--- src/rtl/plab5_mcore_net_to_mem_req_buf.sv ---
// -----------------------------------------------------------------------------
// plab5_mcore_net_to_mem_req_buf
//
// This is the bank-side ingress buffer behind the request network. A network
// message arrives split into two words:
//   - a control word: {dest, src, net opaque, domain, type, mem opaque, addr, len}
//   - a data word, labelled with the requester's domain
// The buffer holds up to two messages. It drops the network header (dest and
// net opaque) and presents a full memory request to the bank. It also reports
// the requester's domain and source core.
//
// Ports
//   clk, reset   clock and asynchronous active-high reset
//   in_control   network control word (nc bits, MSB first as listed above)
//   in_data      request data (md bits)
//   in_val/rdy   input handshake. in_rdy depends only on occupancy.
//   out_msg      {type, mem opaque, addr, len, data}
//   out_domain   requester domain bit
//   out_src      requesting core id
//   out_val/rdy  output handshake. The output is the head entry, so an
//                accepted message appears one cycle after it is taken.
//   drop_count   saturating count of requests dropped for a wrong domain
//
// Optional feature: PLAB5_MCORE_NET_REQ_DOMAIN_CHECK_EN
//   When this macro is defined, a message whose domain differs from
//   p_bank_domain completes its input handshake but is discarded, and
//   drop_count records it. When the macro is undefined, every message is
//   buffered and drop_count is tied to zero.
// -----------------------------------------------------------------------------
module plab5_mcore_net_to_mem_req_buf #(
  parameter int p_num_ports         = 4,
  parameter int p_mem_opaque_nbits  = 8,
  parameter int p_mem_addr_nbits    = 32,
  parameter int p_mem_data_nbits    = 32,
  parameter int p_net_opaque_nbits  = 4,
  parameter int p_net_srcdest_nbits = 3,
  parameter int p_bank_domain       = 0,

  localparam int c_len_nbits = $clog2(p_mem_data_nbits / 8),
  localparam int c_mc_nbits  = 3 + p_mem_opaque_nbits + p_mem_addr_nbits + c_len_nbits,
  localparam int c_nc_nbits  = c_mc_nbits + 1 + p_net_opaque_nbits + 2 * p_net_srcdest_nbits,
  localparam int c_msg_nbits = c_mc_nbits + p_mem_data_nbits
) (
  input  logic                           clk,
  input  logic                           reset,

  input  logic [c_nc_nbits-1:0]          in_control,
  input  logic [p_mem_data_nbits-1:0]    in_data,
  input  logic                           in_val,
  output logic                           in_rdy,

  output logic [c_msg_nbits-1:0]         out_msg,
  output logic                           out_domain,
  output logic [p_net_srcdest_nbits-1:0] out_src,
  output logic                           out_val,
  input  logic                           out_rdy,

  output logic [7:0]                     drop_count
);

  // Bit offsets of the fields in in_control, counted from the LSB.
  localparam int c_dom_bit    = c_mc_nbits;
  localparam int c_nopq_lsb   = c_dom_bit + 1;
  localparam int c_src_lsb    = c_nopq_lsb + p_net_opaque_nbits;
  localparam int c_dest_lsb   = c_src_lsb + p_net_srcdest_nbits;

  // ---------------------------------------------------------------------------
  // Storage. Control fields and data are kept in separate arrays. The domain
  // label is stored with the data, not with the control fields.
  // ---------------------------------------------------------------------------
  logic [c_mc_nbits-1:0]          ctrl_q [2];
  logic [p_net_srcdest_nbits-1:0] src_q  [2];
  logic [p_mem_data_nbits:0]      data_q [2];   // {domain, data}

  logic       head_q, tail_q;
  logic [1:0] count_q;
  logic       head_d, tail_d;
  logic [1:0] count_d;

  logic accept, drop, enq, deq;

  // in_rdy and out_val come only from occupancy.
  assign in_rdy  = (count_q != 2'd2);
  assign out_val = (count_q != 2'd0);

  assign accept = in_val  && in_rdy;
  assign deq    = out_val && out_rdy;

`ifdef PLAB5_MCORE_NET_REQ_DOMAIN_CHECK_EN
  // When this check is enabled, the domain bit decides whether the message is
  // stored. The handshake itself still depends only on occupancy.
  assign drop = accept && (in_control[c_dom_bit] != 1'(p_bank_domain));
`else
  assign drop = 1'b0;
`endif

  assign enq = accept && !drop;

  // ---------------------------------------------------------------------------
  // Next-state logic for the pointers and the occupancy count.
  // ---------------------------------------------------------------------------
  always_comb begin
    // NOTE: every signal driven here gets a default first. A path that leaves
    // a signal unassigned would infer a latch.
    head_d  = head_q;
    tail_d  = tail_q;
    count_d = count_q;
    if (enq) tail_d = ~tail_q;
    if (deq) head_d = ~head_q;
    case ({enq, deq})
      2'b10:   count_d = count_q + 2'd1;
      2'b01:   count_d = count_q - 2'd1;
      default: count_d = count_q;   // neither, or both at once
    endcase
  end

  // NOTE: sequential state is updated with non-blocking assignments only.
  // Every flop then samples values from before the clock edge, whatever the
  // order of the processes.
  always_ff @(posedge clk or posedge reset) begin
    if (reset) begin
      head_q  <= 1'b0;
      tail_q  <= 1'b0;
      count_q <= 2'd0;
    end else begin
      head_q  <= head_d;
      tail_q  <= tail_d;
      count_q <= count_d;
    end
  end

  // NOTE: the entry arrays are not reset. The occupancy count says whether an
  // entry holds a message, and the outputs are forced to zero while the
  // buffer is empty. Stale contents can therefore never reach out_*.
  always_ff @(posedge clk) begin
    if (enq) begin
      ctrl_q[tail_q] <= in_control[c_mc_nbits-1:0];
      src_q[tail_q]  <= in_control[c_src_lsb +: p_net_srcdest_nbits];
      data_q[tail_q] <= {in_control[c_dom_bit], in_data};
    end
  end

  // ---------------------------------------------------------------------------
  // The outputs come from the head entry. The head pointer moves only on a
  // dequeue, so the outputs hold steady while out_rdy is low.
  // ---------------------------------------------------------------------------
  always_comb begin
    out_msg    = '0;
    out_domain = 1'b0;
    out_src    = '0;
    if (out_val) begin
      out_msg    = {ctrl_q[head_q], data_q[head_q][p_mem_data_nbits-1:0]};
      out_domain = data_q[head_q][p_mem_data_nbits];
      out_src    = src_q[head_q];
    end
  end

  // ---------------------------------------------------------------------------
  // Count of dropped requests. It saturates at 255.
  // ---------------------------------------------------------------------------
`ifdef PLAB5_MCORE_NET_REQ_DOMAIN_CHECK_EN
  always_ff @(posedge clk or posedge reset) begin
    if (reset) begin
      drop_count <= 8'd0;
    end else if (drop && (drop_count != 8'hff)) begin
      drop_count <= drop_count + 8'd1;
    end
  end
`else
  assign drop_count = 8'd0;
`endif

  // The buffer ignores these header fields and configuration values. Bank
  // selection already happened in the network.
  logic unused_fields;
  assign unused_fields = ^{in_control[c_dest_lsb +: p_net_srcdest_nbits],
                           in_control[c_nopq_lsb +: p_net_opaque_nbits],
                           1'(p_num_ports), 1'(p_bank_domain)};

endmodule

--- config.mk ---
export PLATFORM = sky130hd
export DESIGN_NAME = plab5_mcore_net_to_mem_req_buf
export DESIGN_NICKNAME = d
export VERILOG_FILES = /design/src/rtl/plab5_mcore_net_to_mem_req_buf.sv
export SDC_FILE = /design/constraint.sdc
export NUM_CORES = 1
export LEC_CHECK = 0
export CAP_MARGIN = 20
export CORE_MARGIN = 1
export CORE_UTILIZATION = 35
export CTS_CLUSTER_DIAMETER = 40
export DETAILED_ROUTE_END_ITERATION = 10
export HOLD_SLACK_MARGIN = 0.15
export SKIP_CTS_REPAIR_TIMING = 1
export SYNTH_ARGS = -nofsm -noshare
export SYNTH_HDL_FRONTEND = slang
export SYNTH_SLANG_ARGS = --single-unit
export TNS_END_PERCENT = 5
--- constraint.sdc ---
create_clock -name clk -period 4.91 [get_ports clk]
set_clock_uncertainty 0.2 [all_clocks]
set_input_delay 0.491 -clock clk [delete_from_list [all_inputs] [get_ports clk]]
set_output_delay 0.491 -clock clk [all_outputs]
set_load 0.01 [all_outputs]
# Word-level counts from Yosys, hierarchy flattened
# Memories as Yosys holds them, arrays and structs flattened.
# Index checks and enable logic that the tools add are counted.
[totals]
elab_cells = 23
n_memories = 3
output_inout_bits = 91
regBits = 4
input_bits = 92
mem_bits_rw = 162
[classes]
bitwise_logic = 2
add_sub_neg = 2
eq_ne = 3
mux = 6
n_reduce_logical = 4
[memory_table]
columns = ["memory", "depth", "word_bits", "read_ports", "rd_ports_with_merged_regs", "write_ports", "line", "source"]
rows = [
  ["ctrl_q", 2, 45, 1, 0, 1, "71", "logic [c_mc_nbits-1:0] ctrl_q [2];"],
  ["data_q", 2, 33, 1, 0, 1, "73", "logic [p_mem_data_nbits:0] data_q [2];"],
  ["src_q", 2, 3, 1, 0, 1, "72", "logic [p_net_srcdest_nbits-1:0] src_q [2];"],
]
[op_table]
columns = ["operator", "n"]
rows = [
  ["77-bit 2-to-1 mux", 1],
  ["2-bit case mux with 2 select lines", 1],
  ["2-bit nonzero test", 2],
  ["1-bit 2-to-1 mux", 3],
  ["3-bit 2-to-1 mux", 1],
  ["2-bit by 1-bit adder with 2-bit output (second input constant)", 1],
  ["2-bit by 1-bit == test with 1-bit output (second input constant)", 1],
  ["2-bit == test (second input constant)", 1],
  ["1-bit logical AND", 2],
  ["2-bit != test (second input constant)", 1],
  ["1-bit NOT", 2],
  ["2-bit by 1-bit subtractor with 2-bit output (second input constant)", 1],
]

# Depth between registers and ports, before layout
# Gate-level depths: netlist (run 1).
[logic_depth]
depth_word = 4
mapped_depth = 7
mapped_depth_nobuf = 7

# Worst setup path after synthesis (run 1)
# OpenSTA, ideal clock, no wires.
[synth_path]
kind = "flip-flop to flip-flop"
startpoint = "reg count_q[0]"
endpoint = "mem ctrl_q[0][0] (netlist name) (enable)"
n_path_buf = 0
period_less_slack_ns = 4.863
path_slack_ns = 0.047
stages_incl_launch_ff = 4
setup_time_ns = 0.521
arrival_ns = 4.142
t_required_ns = 4.189
cell_sequence = "dfrtp_1 nand2b_1 nand2_1 nor2_1"
[synth_via]
elab_chain_cells = 4
[synth_rtl]
columns = ["element", "line", "source"]
rows = [
  ["from (decl)", "76", "logic [1:0] count_q;"],
  ["from (signal assigned)", "128", "count_q <= count_d;"],
  ["2-bit != test", "83", "assign in_rdy = (count_q != 2'd2);"],
  ["via in_rdy", "50", "output logic in_rdy,"],
  ["1-bit logical AND", "86", "assign accept = in_val && in_rdy;"],
  ["1-bit 2-to-1 mux", "136", "if (enq) begin"],
  ["1-bit 2-to-1 mux (implied by the code)", "137", "ctrl_q[tail_q] <= in_control[c_mc_nbits-1:0];"],
  ["to (decl)", "71", ""],
]
# The timed path passes the listed nets, and every way through them passes these cells.

# Worst setup path in the final report (run 1)
[layout_path]
startpoint = "reg head_q"
endpoint = "out out_msg[15]"
[layout_via]
elab_chain_cells = 2
[layout_rtl]
columns = ["element", "line", "source"]
rows = [
  ["from (decl)", "75", "logic head_q, tail_q;"],
  ["from (signal assigned)", "122", "head_q <= 1'b0;"],
  ["from (signal assigned)", "126", "head_q <= head_d;"],
  ["memory read 2 x 33 bit", "n/a", ""],
  ["77-bit 2-to-1 mux", "151", "if (out_val) begin"],
  ["to (decl)", "52", "output logic [c_msg_nbits-1:0] out_msg,"],
]
# Every way passes these cells.

==> results of run 1 <==
[cells in the mapped netlist (all sizes together)]
cell    count
dfrtp       4
nor2       84
inv         2
nand2       1
mux2i      81
conb        1
xor2        2
buf        25
xnor2       3
and2        1
nand2b      1
edfxtp    162
ha          1
and3        1
[power by group]
part	internal (mW)	switching, mW	total, mW
clock	0.743	0.529	1.27
sequential	1.94	0.178	2.12
combinational	1.09	1.00	2.10
[registers in the layout, indices dropped and copies added (netlist names)]
name,count
head_q,1
count_q,2
tail_q,1
data_q,66
ctrl_q,90
src_q,6
[logic make-up after synthesis]
| kind of cell | after synthesis | synth area share |
|---|---|---|
| mux | 81 | 0.128 |
| simple gates | 88 | 0.0544 |
| buf+inv | 27 | 0.0272 |
| xor+xnor | 5 | 0.00689 |
| flops | 166 | 0.781 |
| other cells | 1 | 0.000590 |
| fa+ha+maj | 1 | 0.00197 |
[routing by layer]
layer | track usage | wire length [um] | vias up
met4 | 0.0691 | 190 | 0
met3 | 0.0541 | 931 | 15
met2 | 0.223 | 6120 | 123
li1 | - | - | 1699
met1 | 0.166 | 5240 | 1706
met5 | 0 | 0 | -
[worst paths after layout]
path                       startpoint     endpoint  cells after the start
setup / recovery               head_q  out_msg[15]                      4
hold / removal                 tail_q       tail_q                      1
setup reg to reg           count_q[0]   count_q[1]                      7
hold reg to reg                tail_q       tail_q                      1
max in group asynchronous       reset       head_q                      3
min in group asynchronous       reset       tail_q                      3
[layout make-up]
cell class              instances  area (um^2)  share of cell area
well taps                     225          282              0.0319
inverters                       2         7.51            0.000852
multi-input cells             183         1250               0.142
flip-flops and latches        166         4970               0.564
clock buffers                  18          429              0.0487
clock inverters                14          135              0.0153
repair buffers                174         1740               0.197
[through the flow]
step	setup slack [ns]	utilization	power (mW)	cell area (um^2)
after CTS	1.43	0.502	5.58	8810
after floorplan	0.0467	-	3.19	6380
final	1.51	0.503	5.49	8820
after global placement	1.92	0.470	4.26	8240
after global routing	1.33	0.503	5.79	8820
after detailed placement	1.91	0.470	4.28	8240
[worst max-delay path, cell delays in order, from the launching register on]
cell	delay, ns
dfrtp_4	0.97
buf_4	0.47
mux2i_1	0.25
nor2_1	0.06
clkdlybuf4s50_1	0.52
==> flow_metrics.py, run 1 <==
metrics = {
    "die": {
        "die_w_um": 137,
        "die-area_um2": 18700,
        "core_area_um2": 17500,
        "die_h_um": 137,
        "start_util": 0.362,
        "rows": 48,
        "num_io_pins": 183,
    },
    "yosys": {
        "synth.distinct_cells": 17,
        "yosysSeqAreaShare": 0.781,
        "ys_warn_count": 0,
        "synth_top_area_share": 0.766,
        "syn_inst": 369,
        "ys_top_cells_by_area": "edfxtp_1 (77%), mux2i_1 (13%), nor2_1 (4.9%)",
        "yosys.area.top_type": "edfxtp_1",
        "avgSynthCellArea_um2": 17.2,
        "syn_area_um2": 6350,
        "ys_ff_latch": 166,
    },
    "timing": {
        "slew_violations": 0,
        "fin_setup_tns_ns": 0,
        "clock.fmax_mhz": 294,
        "setup_viol": 0,
        "slew_headroom": 0.338,
        "period_needed_ns": 3.40,
        "hold_viol_final": 0,
        "grt_setup_unrepaired": "no",
        "fin_crit_sh": 0.692,
        "worstMarginPinSlew_ns": 0.990,
        "timing.hold.ws_ns": 0.354,
    },
    "layout": {
        "num-fill-cells": 1475,
        "n_antenna_cell": 0,
        "layout_commonest_cell": "clkdlybuf4s50_1",
        "nNetsFinal": 637,
        "drive_gt1_frac": 0.0682,
        "syn_to_final_growth_pct": 38.8,
        "instances_no_fill": 782,
        "layout_common_cells": "clkdlybuf4s50_1 (167), edfxtp_1 (162), nor2_1 (82)",
    },
    "detailed_routing": {
        "antenna_left": 0,
        "drt_iter0_markers": 180,
        "drt_wl_total_um": 12500,
        "via_per_inst": 4.53,
        "drc": 0,
        "dr.pass1.iters": 4,
        "wl_per_cell_um": 16.0,
        "vias": 3543,
    },
    "clock_tree": {
        "clk_path_buf_depth": 2,
        "clk_latency_ns": 0.42,
        "path_clk_slew_ns": 0.06,
        "h-tree-depth": 4,
        "cts_tree": "yes",
        "cts_buffers": 17,
        "numClockSinks": 166,
        "cts-root-buf": "clkbuf_16",
    },
    "critical_path": {
        "regToRegSetupSlack_ns": 2.15,
        "required_ns": 4.22,
        "critPathKind": "reg -> out",
        "crit_path_max_fanout": 46,
        "crit_arrival_ns": 2.71,
        "critPathCaptureType": "primary output",
        "crit_path_start_kind": "flip-flop",
    },
    "pwr": {
        "pwr_density_cell_nw_per_um2": 622,
        "p_leak_nw": 3.23,
        "peakVddDrop_mv": 0.313,
    },
    "global_routing": {
        "grt_pass1_wl_um": 19100,
        "grt_pass1_vias": 3671,
        "grt_max_degree": 58,
        "grt_usage": 0.140,
        "grt_overflow_total": 0,
        "antenna_found_initial": 0,
    },
    "placement": {
        "portBuffers": 167,
        "place.gp.congestion": 0.730,
        "dpl.cell_count": 749,
        "dp.final_hpwl_um": 7790,
    },
    "run_status": {
        "status": "completed",
    },
    "job": {
        "maxCapViolCount": 0,
    },
    "hold_path": {
        "worstHoldPathType": "reg -> reg",
    },
}
No activity file was read; power rests on OpenSTA's default activity.
==> run 2, diff against run 1 <==
clock period = 3.5 ns   (was 4.91 ns; I/O delays follow)
==> run 2 against run 1 <==
  * Die area is the same
  * Register-to-register slack lost 0.81 ns
  * Via count grew 0.56%
  * Final cell count grew 0.26%
  * Count of clock-buffer cells in the layout is the same
  * Critical path depth is the same
  * Sequential cell count is the same
  * Worst setup slack lost 0.91 ns
  * Worst hold slack lost 0.055 ns
  * Combinational power grew 44%
  * Wire length shrank 1.9%
  * Highest routed layer unchanged
==> flow_metrics.py, run 2 (synthesized netlist as in run 1, its figures left out) <==
metrics = {
    "run_status": {
        "status": "completed",
    },
    "global_routing": {
        "grt_pass1_vias": 3708,
        "grt_max_degree": 43,
        "grt_pass1_wl_um": 18900,
        "grt_usage": 0.138,
        "grt_overflow_total": 0,
        "antenna_found_initial": 0,
    },
    "detailed_routing": {
        "via_per_inst": 4.54,
        "drt_iter0_markers": 112,
        "dr.pass1.iters": 4,
        "drt_wl_total_um": 12200,
        "wl_per_cell_um": 15.6,
        "antenna_left": 0,
        "drc": 0,
        "vias": 3563,
    },
    "layout": {
        "layout_commonest_cell": "clkdlybuf4s50_1",
        "syn_to_final_growth_pct": 40.0,
        "largest_reg_flops": 90,
        "instances_no_fill": 784,
        "fin_util": 0.507,
        "fin_area_um2": 8890,
        "multi_input_comb_area_um2": 1250,
        "layout_common_cells": "clkdlybuf4s50_1 (167), edfxtp_1 (162), nor2_1 (82)",
        "regArea_um2": 4970,
        "nNetsFinal": 639,
        "n_antenna_cell": 0,
        "max_flop_register": "ctrl_q",
        "drive_gt1_frac": 0.0769,
        "top_regs": "ctrl_q x90, data_q x66, src_q x6",
        "num-fill-cells": 1473,
    },
    "clock_tree": {
        "h-tree-depth": 4,
        "path_clk_slew_ns": 0.07,
        "cts-root-buf": "clkbuf_16",
        "clk_path_buf_depth": 2,
        "numClockSinks": 166,
        "cts_tree": "yes",
        "cts_buffers": 17,
        "clk_latency_ns": 0.42,
    },
    "placement": {
        "dpl.cell_count": 751,
        "dp.final_hpwl_um": 7780,
        "place.gp.congestion": 0.697,
        "portBuffers": 167,
        "pre_cts_slack_ns": 1.02,
        "postPlaceCellArea_um2": 8310,
    },
    "critical_path": {
        "required_ns": 2.95,
        "crit_path_max_fanout": 37,
        "critPathKind": "reg -> out",
        "critPathCaptureType": "primary output",
        "crit_arrival_ns": 2.34,
        "crit_path_start_kind": "flip-flop",
        "worstSetupStartpoint": "head_q",
        "reg2reg_from": "count_q[0]",
    },
    "timing": {
        "fin_ws_ns": 0.606,
        "fin_crit_sh": 0.827,
        "slew_violations": 0,
        "clock.fmax_mhz": 346,
        "setup_viol": 0,
        "period_needed_ns": 2.89,
        "grt_setup_unrepaired": "no",
        "hold_viol_final": 0,
        "timing.hold.ws_ns": 0.300,
        "fin_setup_tns_ns": 0,
    },
    "die": {
        "die_w_um": 137,
        "num_io_pins": 183,
        "die_h_um": 137,
        "start_util": 0.362,
        "core_area_um2": 17500,
        "rows": 48,
        "die-area_um2": 18700,
    },
    "pwr": {
        "p_total_mw": 7.75,
        "p_leak_nw": 3.26,
        "pwr_density_cell_nw_per_um2": 871,
        "peakVddDrop_mv": 0.447,
    },
    "hold_path": {
        "min_from": "in_data[26]",
        "worstHoldPathType": "in -> reg",
    },
    "job": {
        "maxCapViolCount": 0,
    },
}
[run 2: metal layers]
metal	vias up	share of wire	global-route usage
li1	1694	-	-
met1	1737	0.40	0.154
met2	118	0.51	0.239
met3	14	0.069	0.0419
met4	0	0.018	0.0648
met5	-	0	0
[run 2: critical path: stages (launching register included)]
cell	delay, ns
dfrtp_4	0.72
buf_12	0.33
mux2i_1	0.13
nor2_1	0.13
clkdlybuf4s50_1	0.56
[run 2: final cells by class]
class | count | share of cell area
multi-input combinational | 183 | 0.141
clock buffer | 18 | 0.0482
tap | 225 | 0.0317
sequential | 166 | 0.559
timing repair buffer | 176 | 0.203
inverter | 2 | 0.000844
clock inverter | 14 | 0.0167
[run 2: path summary, 6_finish.rpt]
path                            endpoint  slack [ns]  depth (start not counted)
setup / recovery             out_msg[23]        0.61                          4
hold / removal             data_q[0][26]        0.30                          1
setup reg to reg              count_q[1]        1.34                          8
hold reg to reg                   tail_q        0.35                          1
max in group asynchronous         head_q        2.41                          3
min in group asynchronous         tail_q        0.50                          3
[run 2: where the power goes]
group	internal (mW)	total [mW]	switching [mW]
clock network	1.06	1.81	0.758
registers	2.72	2.90	0.188
logic	1.59	3.03	1.45
total	5.36	7.75	2.39
